==> config.mk <==
export PLATFORM = sky130hd
export DESIGN_NAME = parallel_to_serial_flat
export DESIGN_NICKNAME = d
export VERILOG_FILES = /design/src/rtl/parallel_to_serial_pkg.sv /design/src/rtl/parallel_to_serial_if.sv /design/src/rtl/parallel_to_serial_byte_shifter.sv /design/src/rtl/parallel_to_serial.sv /design/src/flat_wrapper.sv
export SDC_FILE = /design/constraint.sdc
export NUM_CORES = 1
export LEC_CHECK = 0
export BUFFER_PORTS_ARGS = -buffer_cell sky130_fd_sc_hd__clkbuf_2
export CAP_MARGIN = 20
export CORE_AREA = 5 5 78 109
export CTS_CLUSTER_DIAMETER = 80
export DETAILED_ROUTE_END_ITERATION = 10
export DIE_AREA = 0 0 83 114
export GPL_TIMING_DRIVEN = 1
export PLACE_DENSITY_LB_ADDON = 0.12
export SLEW_MARGIN = 5
export SYNTH_ARGS = -nofsm -noshare
export SYNTH_HDL_FRONTEND = slang
export SYNTH_HIERARCHICAL = 1
export SYNTH_SLANG_ARGS = --single-unit
==> constraint.sdc <==
create_clock -name clk -period 2.05 [get_ports clk]
set_clock_uncertainty 0.15 [all_clocks]
set_input_delay 0.41 -clock clk [delete_from_list [all_inputs] [get_ports clk]]
set_output_delay 0.41 -clock clk [all_outputs]
set_load 0.05 [all_outputs]
==> src/rtl/parallel_to_serial_pkg.sv <==
// Shared definitions for the host-link serializer: FSM encoding, byte order
// and default widths (the deserializer uses the same byte-order constant).
package parallel_to_serial_pkg;

  typedef enum logic [1:0] {
    ST_IDLE  = 2'd0,
    ST_READ  = 2'd1,
    ST_WAIT  = 2'd2,
    ST_SHIFT = 2'd3
  } state_t;

  // Host link carries every word most-significant byte first.
  localparam bit MSB_FIRST = 1'b1;

  localparam int DEFAULT_DBITS = 32;
  localparam int DEFAULT_ABITS = 8;
  localparam int DEFAULT_CBITS = 8;

endpackage

==> src/rtl/parallel_to_serial_if.sv <==
// Command, RAM read port and UART TX byte handshake of the serializer.
// master = serializer side, slave = host / RAM / UART side.
interface parallel_to_serial_if
  import parallel_to_serial_pkg::*;
#(
  parameter int DBITS = DEFAULT_DBITS,
  parameter int ABITS = DEFAULT_ABITS,
  parameter int CBITS = DEFAULT_CBITS
);
  logic             start;
  logic [ABITS-1:0] start_addr;
  logic [CBITS-1:0] word_count;
  logic             rd_en;
  logic [ABITS-1:0] rd_addr;
  logic [DBITS-1:0] rd_data;
  logic [7:0]       tx_byte;
  logic             tx_valid;
  logic             tx_ready;
  logic             busy;
  logic             done;

  modport master (
    input  start, start_addr, word_count, rd_data, tx_ready,
    output rd_en, rd_addr, tx_byte, tx_valid, busy, done
  );

  modport slave (
    output start, start_addr, word_count, rd_data, tx_ready,
    input  rd_en, rd_addr, tx_byte, tx_valid, busy, done
  );
endinterface

==> src/rtl/parallel_to_serial_byte_shifter.sv <==
// Word-to-byte shift register: loads one RAM word, presents the leading byte
// and advances one byte per accepted handshake; last flags the final byte.
module byte_shifter
  import parallel_to_serial_pkg::*;
#(
  parameter int DBITS = DEFAULT_DBITS
) (
  input  logic             clk,
  input  logic             rst,
  input  logic             load,
  input  logic             shift,
  input  logic [DBITS-1:0] din,
  output logic [7:0]       tx_byte,
  output logic             last
);
  localparam int BYTES = DBITS / 8;
  localparam int CW    = $clog2(BYTES);

  logic [DBITS-1:0] sreg_q;
  logic [CW-1:0]    cnt_q;

  always_ff @(posedge clk or negedge rst) begin
    if (!rst) begin
      sreg_q <= '0;
      cnt_q  <= '0;
    end else if (load) begin
      sreg_q <= din;
      cnt_q  <= CW'(BYTES - 1);
    end else if (shift) begin
      sreg_q <= MSB_FIRST ? (sreg_q << 8) : (sreg_q >> 8);
      cnt_q  <= cnt_q - 1'b1;
    end
  end

  assign tx_byte = MSB_FIRST ? sreg_q[DBITS-1 -: 8] : sreg_q[7:0];
  assign last    = (cnt_q == '0);

endmodule

==> src/rtl/parallel_to_serial.sv <==
// Reads a run of RAM words on a start command and streams them MSB-first as
// bytes over a valid/ready handshake to the UART transmitter, then pulses done.
module parallel_to_serial
  import parallel_to_serial_pkg::*;
#(
  parameter int DBITS = DEFAULT_DBITS,
  parameter int ABITS = DEFAULT_ABITS,
  parameter int CBITS = DEFAULT_CBITS
) (
  input logic                  clk,
  input logic                  rst,
  parallel_to_serial_if.master bus
);
  state_t           state_q, state_d;
  logic [ABITS-1:0] addr_q, addr_d;
  logic [CBITS-1:0] words_q, words_d;
  logic             rd_en_q, tx_valid_q, busy_q, done_q;
  logic             done_d;
  logic             load, hs, last;
  logic [7:0]       tx_byte;

  assign hs = tx_valid_q && bus.tx_ready;

  always_comb begin
    state_d = state_q;
    addr_d  = addr_q;
    words_d = words_q;
    done_d  = 1'b0;
    load    = 1'b0;
    case (state_q)
      ST_IDLE: begin
        if (bus.start) begin
          addr_d  = bus.start_addr;
          words_d = bus.word_count;
          if (bus.word_count == '0) done_d  = 1'b1;
          else                      state_d = ST_READ;
        end
      end
      ST_READ: state_d = ST_WAIT;
      ST_WAIT: begin
        load    = 1'b1;
        addr_d  = addr_q + 1'b1;
        words_d = words_q - 1'b1;
        state_d = ST_SHIFT;
      end
      ST_SHIFT: begin
        if (hs && last) begin
          if (words_q != '0) begin
            state_d = ST_READ;
          end else begin
            state_d = ST_IDLE;
            done_d  = 1'b1;
          end
        end
      end
      default: state_d = ST_IDLE;
    endcase
  end

  // Outputs are decoded from the next state so each one leaves a flop.
  always_ff @(posedge clk or negedge rst) begin
    if (!rst) begin
      state_q    <= ST_IDLE;
      addr_q     <= '0;
      words_q    <= '0;
      rd_en_q    <= 1'b0;
      tx_valid_q <= 1'b0;
      busy_q     <= 1'b0;
      done_q     <= 1'b0;
    end else begin
      state_q    <= state_d;
      addr_q     <= addr_d;
      words_q    <= words_d;
      rd_en_q    <= (state_d == ST_READ);
      tx_valid_q <= (state_d == ST_SHIFT);
      busy_q     <= (state_d != ST_IDLE);
      done_q     <= done_d;
    end
  end

  byte_shifter #(.DBITS(DBITS)) u_shifter (
    .clk     (clk),
    .rst     (rst),
    .load    (load),
    .shift   (hs),
    .din     (bus.rd_data),
    .tx_byte (tx_byte),
    .last    (last)
  );

  assign bus.rd_en    = rd_en_q;
  assign bus.rd_addr  = addr_q;
  assign bus.tx_byte  = tx_byte;
  assign bus.tx_valid = tx_valid_q;
  assign bus.busy     = busy_q;
  assign bus.done     = done_q;

endmodule

==> src/flat_wrapper.sv <==
// flat-port wrapper written by rule: the top's interface ports become plain ports
module parallel_to_serial_flat import parallel_to_serial_pkg::*;
#(
  parameter int DBITS = DEFAULT_DBITS,
  parameter int ABITS = DEFAULT_ABITS,
  parameter int CBITS = DEFAULT_CBITS
)
  (clk, rst, bus_start, bus_start_addr, bus_word_count, bus_rd_data, bus_tx_ready, bus_rd_en, bus_rd_addr, bus_tx_byte, bus_tx_valid, bus_busy, bus_done);
  parallel_to_serial_if #(.DBITS(DBITS), .ABITS(ABITS), .CBITS(CBITS)) bus_i ();
  input logic clk;
  input logic rst;
  input wire logic [$bits(bus_i.start)-1:0] bus_start;
  input wire logic [$bits(bus_i.start_addr)-1:0] bus_start_addr;
  input wire logic [$bits(bus_i.word_count)-1:0] bus_word_count;
  input wire logic [$bits(bus_i.rd_data)-1:0] bus_rd_data;
  input wire logic [$bits(bus_i.tx_ready)-1:0] bus_tx_ready;
  output wire logic [$bits(bus_i.rd_en)-1:0] bus_rd_en;
  output wire logic [$bits(bus_i.rd_addr)-1:0] bus_rd_addr;
  output wire logic [$bits(bus_i.tx_byte)-1:0] bus_tx_byte;
  output wire logic [$bits(bus_i.tx_valid)-1:0] bus_tx_valid;
  output wire logic [$bits(bus_i.busy)-1:0] bus_busy;
  output wire logic [$bits(bus_i.done)-1:0] bus_done;
  assign bus_i.start = bus_start;
  assign bus_i.start_addr = bus_start_addr;
  assign bus_i.word_count = bus_word_count;
  assign bus_i.rd_data = bus_rd_data;
  assign bus_i.tx_ready = bus_tx_ready;
  assign bus_rd_en = bus_i.rd_en;
  assign bus_rd_addr = bus_i.rd_addr;
  assign bus_tx_byte = bus_i.tx_byte;
  assign bus_tx_valid = bus_i.tx_valid;
  assign bus_busy = bus_i.busy;
  assign bus_done = bus_i.done;
  parallel_to_serial #(.DBITS(DBITS), .ABITS(ABITS), .CBITS(CBITS)) u_core (.clk(clk), .rst(rst), .bus(bus_i));
endmodule
==> impl_metrics.ini, run 1 <==
[placement]
dp_hpwl_mm = 4.52
finalWeightedCongestion = 0.793
place_inst = 463
io_buffer_count = 71
placed_area_um2 = 3420
pre_cts_ws_ns = -0.0129

[clocking]
cts_sinks = 56
cts_tree = built
cts_max_level = 2
insertion_delay_ns = 0.30
clk_transition_reported_paths_ns = 0.10
cts_root_buf = clkbuf_8
clockBufferDepth = 2
numCtsBuffers = 5

[synth]
synth_simple_gate_area_share_pct = 15.5
synth_compound_area_share_pct = 14.8
syn-num-nets = 361
async_reset_ff_share_pct = 100
netlist_area_um2 = 2950
yosysUniqueCellTypes = 42
synth_edf_count = 0
syn_inst = 302
ys_ff_latch = 56
synth_area_per_cell_um2 = 9.77
synth-xor-area-share_pct = 0.297
yosysSeqAreaShare_pct = 47.5
ys.flop_type = dfrtp_1
synth_fa_ha_area_share_pct = 2.97
yosys_warnings = 6
synth_top_family_by_area = simple AND/OR/NAND/NOR gates
synth_mux_area_share_pct = 11.4

[sta]
slew_viol_final = 0
finalHoldViolations = 0
finalSetupViolCount = 2
max-slew-margin-rel_pct = 71.1
min_period_ns = 2.06
fmax_mhz = 486
finalCritPeriodShare_pct = 100
worst_slack_ns = -0.00756
rsz0062_at_grt = yes
worst_slew_pin_slew_ns = 0.430

[power_and_ir_drop]
seqPwrFrac_pct = 33.8
clkPwrFrac_pct = 12.8
p_int_mw = 3.26
power_switching_mw = 2.73
vdd_drop_max_mv = 0.769
total_leakage_power_nw = 1.65
power_density_nw_per_um2 = 1670
swShare_pct = 45.5
pwr-share-comb_pct = 53.5

[final_layout]
stdcell_area_um2 = 3580
drive_gt1_share_pct = 29.7
seq_area_um2 = 1400
stdcell_count = 474
multiInputGateArea_um2 = 1360
diodes = 0
layout_common_cells = clkbuf_2 (71), dfrtp_1 (56), nand2_1 (43)
syn2layout_area_growth_pct = 21.3
fillers = 784
fin_nets = 432
mostFrequentLayoutCell = clkbuf_2

[floorplan]
start_util_pct = 39.3
dieHeight_um = 114
core_um2 = 7510
rows = 38
dieArea_um2 = 9460
die_w_um = 83
pin_count = 72

[global_routing]
globalRoute.totalOverflow = 0
grt_max_degree = 62
grt_pass1_wl_mm = 11.2
grt_usage_pct = 14.2
antenna_found_initial = 0
grt_pass1_vias = 2331

[worst_setup_path]
rr_worst_depth = 6
rrSetupSlack_ns = -0.008
cp-startpoint = u_core/words_q[0]$_DFFE_PN0P_
reg2reg_to = u_core/bus.tx_valid$_DFF_PN0_
endpoint = u_core/bus.tx_valid$_DFF_PN0_
endpoint_kind = flop
startpoint_type = flop
crit_path_max_fanout = 4
r2r_start = u_core/words_q[0]$_DFFE_PN0P_
critPathKind = reg2reg
required_ns = 2.08
cp.arrival_ns = 2.09

[min_path]
min_path_cells = 3
worstHoldPathType = in2reg

[route]
antenna_left = 0
routed_wl_mm = 6.33
vias = 2359
drc = 0
drtIter0Drc = 87
vias_per_cell = 4.98
firstDrtPassIters = 4
drt-wirelength-per-cell_um = 13.3

[run_status]
failed_checks = setup timing
status = finished, violations left

[run]
maxCapViolations = 0
[worst max-delay path: stages, from the launching register on]
cell and delay, ns:
dfrtp_1 0.39, inv_1 0.06, ha_2 0.16, or3b_4 0.37
or4_4 0.46, nor4_4 0.23, nor3_1 0.10
[cells by family (layout without fill, tap and decap cells)]
| kind of cell | after synthesis | count (layout) |
|---|---|---|
| simple gates | 91 | 91 |
| fa+ha+maj | 7 | 7 |
| compound gates | 77 | 77 |
| mux | 33 | 33 |
| buf+inv | 37 | 109 |
| flops | 56 | 56 |
| xor+xnor | 1 | 1 |
[synthesized netlist by cell type (2+ instances only)]
cell type   n  area share (%)
a21oi_1    13             2.2
clkbuf_1    7            0.89
o22ai_1     9             1.9
a2bb2oi_1   2            0.59
nor4_1      2            0.42
nor2_1      7            0.89
o21ai_0    13             2.2
dfrtp_1    56              47
and2_1      2            0.42
mux2i_1    31              11
nand3_1     8             1.4
nor2b_1     3            0.64
buf_4       8             2.0
ha_1        7             3.0
nor3_1      3            0.51
nand2_1    43             5.5
buf_12      2             1.4
buf_6       2            0.76
inv_1      12             1.5
o21ai_1    31             5.3
nand4_1     3            0.64
and3_1      2            0.42
buf_2       6             1.0
nand2b_1   12             2.5
[layer usage]
| metal | GRT usage [%] | vias to the layer above | routed length, um |
|---|---|---|---|
| li1 | - | 1186 | - |
| met1 | 18.9 | 1105 | 2920 |
| met2 | 23.0 | 63 | 2980 |
| met3 | 3.40 | 5 | 357 |
| met4 | 3.93 | 0 | 65 |
| met5 | 0 | - | 0 |
[flip-flops by register name, summed over array words and instances (netlist names)]
signal	flops
u_core/bus.done	1
u_core/u_shifter/cnt_q	2
u_core/bus.rd_addr	8
u_core/bus.tx_valid	1
u_core/state_q	2
u_core/bus.rd_en	1
u_core/u_shifter/sreg_q	32
u_core/bus.busy	1
u_core/words_q	8
[per-stage QoR]
step | hold slack, ns | total power [mW] | setup TNS, ns | util (%)
6_report | 0.156 | 5.99 | -0.0116 | 47.7
5_1_grt | 0.140 | 6.53 | -0.464 | 47.7
4_1_cts | 0.144 | 6.03 | -0.00870 | 47.5
3_5_place_dp | 0.293 | 5.21 | -0.0129 | 45.5
3_3_place_gp | 0.297 | 5.14 | 0 | 45.5
2_1_floorplan | -0.0356 | 4.51 | 0 | -
[layout make-up]
type	instances	area share, %
clock buffer	6	2.31
sequential	56	39.1
timing repair buffer	89	14.8
multi-input combinational	209	37.9
clock inverter	2	1.08
inverter	12	1.26
tap	100	3.50
[power by group through the flow]
| stage | logic (mW) | registers [mW] | clock network, mW |
|---|---|---|---|
| floorplan | 2.20 | 2.30 | 0 |
| global placement | 3.12 | 2.03 | 0 |
| detailed placement | 3.17 | 2.04 | 0 |
| CTS | 3.22 | 2.02 | 0.795 |
| global route | 3.58 | 2.11 | 0.844 |
| finish | 3.20 | 2.02 | 0.764 |
[repair_timing]
action,in CTS,in global routing
hold buffers,1,0
cloned,0,0
endpoints found under the hold margin,56,0
setup endpoints to repair,3,12
setup buffers,2,0
gates resized for setup,2,5
[worst min-delay path by stage]
stage                          startpoint                                       to  slack (ns)
final                     bus_rd_data[22]  u_core/u_shifter/sreg_q[22]$_DFFE_PN0P_        0.16
after global routing      bus_rd_data[21]  u_core/u_shifter/sreg_q[21]$_DFFE_PN0P_        0.14
after CTS                 bus_rd_data[22]  u_core/u_shifter/sreg_q[22]$_DFFE_PN0P_        0.14
after detailed placement              rst  u_core/u_shifter/sreg_q[30]$_DFFE_PN0P_        0.29
after global placement                rst  u_core/u_shifter/sreg_q[29]$_DFFE_PN0P_        0.30
after floorplan                       rst                u_core/bus.busy$_DFF_PN0_       -0.04
Power figures use the tool's default switching activity.
==> run 2, diff against run 1 <==
--- a/config.mk
+++ b/config.mk
@@ -13,6 +13,7 @@
 export DIE_AREA = 0 0 83 114
 export GPL_TIMING_DRIVEN = 1
 export PLACE_DENSITY_LB_ADDON = 0.12
+export SETUP_SLACK_MARGIN = 0.2
 export SLEW_MARGIN = 5
 export SYNTH_ARGS = -nofsm -noshare
 export SYNTH_HDL_FRONTEND = slang
==> impl_metrics.ini, run 2 (synthesis gave the netlist of run 1 again) <==
[worst_setup_path]
cp-startpoint = u_core/words_q[1]$_DFFE_PN0P_
required_ns = 2.09
r2r_start = u_core/words_q[1]$_DFFE_PN0P_
crit_path_max_fanout = 4
critPathKind = reg2reg
startpoint_type = flop
endpoint_kind = flop
cp_cell_sequence = inv_1 -> ha_2 -> or3b_4 -> or4_4 -> nor4_4 -> o21ai_1
crit_slowest_cell = or4_4
cp.arrival_ns = 2.12
cpPeakStageDelay_ns = 0.46

[sta]
hold_ws_ns = 0.152
finalCritPeriodShare_pct = 101
finalHoldViolations = 0
fmax_mhz = 483
worst_slack_ns = -0.0223
max-slew-margin-rel_pct = 72.5
slew_viol_final = 0
rsz0062_at_grt = yes
min_period_ns = 2.07
finalSetupViolCount = 2
worst_slew_pin_slew_ns = 0.413

[clocking]
cts_tree = built
clk_transition_reported_paths_ns = 0.10
cts_max_level = 2
cts_sinks = 56
clockBufferDepth = 2
insertion_delay_ns = 0.31
numCtsBuffers = 5
cts_root_buf = clkbuf_8

[placement]
io_buffer_count = 71
pre_cts_ws_ns = -0.0374
dp_hpwl_mm = 4.61
place_inst = 465
placed_area_um2 = 3410
finalWeightedCongestion = 0.810

[floorplan]
pin_count = 72
dieArea_um2 = 9460
core_um2 = 7510
die_w_um = 83
dieHeight_um = 114
rows = 38
start_util_pct = 39.3

[run_status]
status = finished, violations left
failed_checks = setup timing

[power_and_ir_drop]
vdd_drop_max_mv = 0.950
total_leakage_power_nw = 1.70
power_density_nw_per_um2 = 1710

[run]
maxCapViolations = 0

[final_layout]
largest_reg_flops = 32
fin_nets = 442
seq_area_um2 = 1400
multiInputGateArea_um2 = 1390
layout_common_cells = clkbuf_2 (71), dfrtp_1 (56), nand2_1 (43)
mostFrequentLayoutCell = clkbuf_2
stdcell_count = 484
stdcell_area_um2 = 3700
fillers = 762
diodes = 0
largest-register = u_core/u_shifter/sreg_q
syn2layout_area_growth_pct = 25.4
drive_gt1_share_pct = 32.6

[global_routing]
globalRoute.totalOverflow = 0
antenna_found_initial = 0
grt_pass1_wl_mm = 11.2
grt_usage_pct = 14.3
grt_max_degree = 67
grt_pass1_vias = 2409

[route]
drt-wirelength-per-cell_um = 13.8
antenna_left = 0
drtIter0Drc = 65
vias = 2359
wl_met3_um = 334
wl_met2_mm = 3.31
firstDrtPassIters = 4
routed_wl_mm = 6.66
highest_layer = met4
met1_length_mm = 2.91
vias_per_cell = 4.87
drc = 0

[min_path]
hp-start = bus_rd_data[27]
worstHoldPathType = in2reg
==> run 2: timing repair <==
action | in CTS | in global routing
hold buffers | 1 | 0
gates resized for setup | 6 | 19
cloned | 0 | 2
endpoints found under the setup margin | 29 | 49
endpoints found under the hold margin | 56 | 0
pin swaps | 1 | 7
buffers inserted | 1 | 7
==> run 2: power by group <==
group / total (mW) / internal (mW) / leakage [nW] / switching [mW]
Clock: 0.722 / 0.363 / 0.0552 / 0.358
Sequential: 2.02 / 1.64 / 0.673 / 0.378
Combinational: 3.57 / 1.47 / 0.975 / 2.10
Total: 6.31 / 3.48 / 1.70 / 2.84
==> run 2: area by class of cell <==
| cell class | instances | share of cell area [%] |
|---|---|---|
| Timing Repair Buffer | 99 | 17.0 |
| Tap cell | 100 | 3.38 |
| Clock buffer | 6 | 1.96 |
| Multi-Input combinational cell | 209 | 37.6 |
| Sequential cell | 56 | 37.9 |
| Inverter | 12 | 1.22 |
| Clock inverter | 2 | 0.947 |
==> run 2: routing by layer <==
metal / vias to the layer above / global-route usage, %
met2: 58 / 24.0
li1: 1209 / -
met5: - / 0
met3: 7 / 3.54
met4: 0 / 5.13
met1: 1085 / 17.8
==> run 2: path summary, 6_finish.rpt <==
| kind | end | slack [ns] | cells after the start |
|---|---|---|---|
| worst max-delay path | u_core/bus.busy$_DFF_PN0_ | -0.02 | 6 |
| worst min-delay path | u_core/u_shifter/sreg_q[27]$_DFFE_PN0P_ | 0.15 | 3 |
| worst max register to register | u_core/bus.busy$_DFF_PN0_ | -0.02 | 6 |
| worst min register to register | u_core/u_shifter/sreg_q[1]$_DFFE_PN0P_ | 0.39 | 2 |
| max in group asynchronous | u_core/bus.rd_addr[3]$_DFFE_PN0P_ | 1.01 | 3 |
| min in group asynchronous | u_core/u_shifter/sreg_q[29]$_DFFE_PN0P_ | 0.49 | 3 |
==> run 2: per-stage QoR <==
| step | total power, mW | setup TNS [ns] | util, % |
|---|---|---|---|
| 2_1_floorplan | 4.51 | 0 | - |
| 3_3_place_gp | 5.12 | -0.00524 | 45.3 |
| 4_1_cts | 5.99 | -0.118 | 47.2 |
| 3_5_place_dp | 5.19 | -0.0417 | 45.3 |
| 6_report | 6.31 | -0.0277 | 49.3 |
| 5_1_grt | 6.84 | -0.459 | 49.3 |
==> run 2: worst max-delay path: cells and delay by family, from the launching register on <==
family	cells	cell delay, ns
simple gates	3	1.06
flops	1	0.40
compound gates	1	0.12
fa+ha+maj	1	0.17
buf+inv	1	0.06
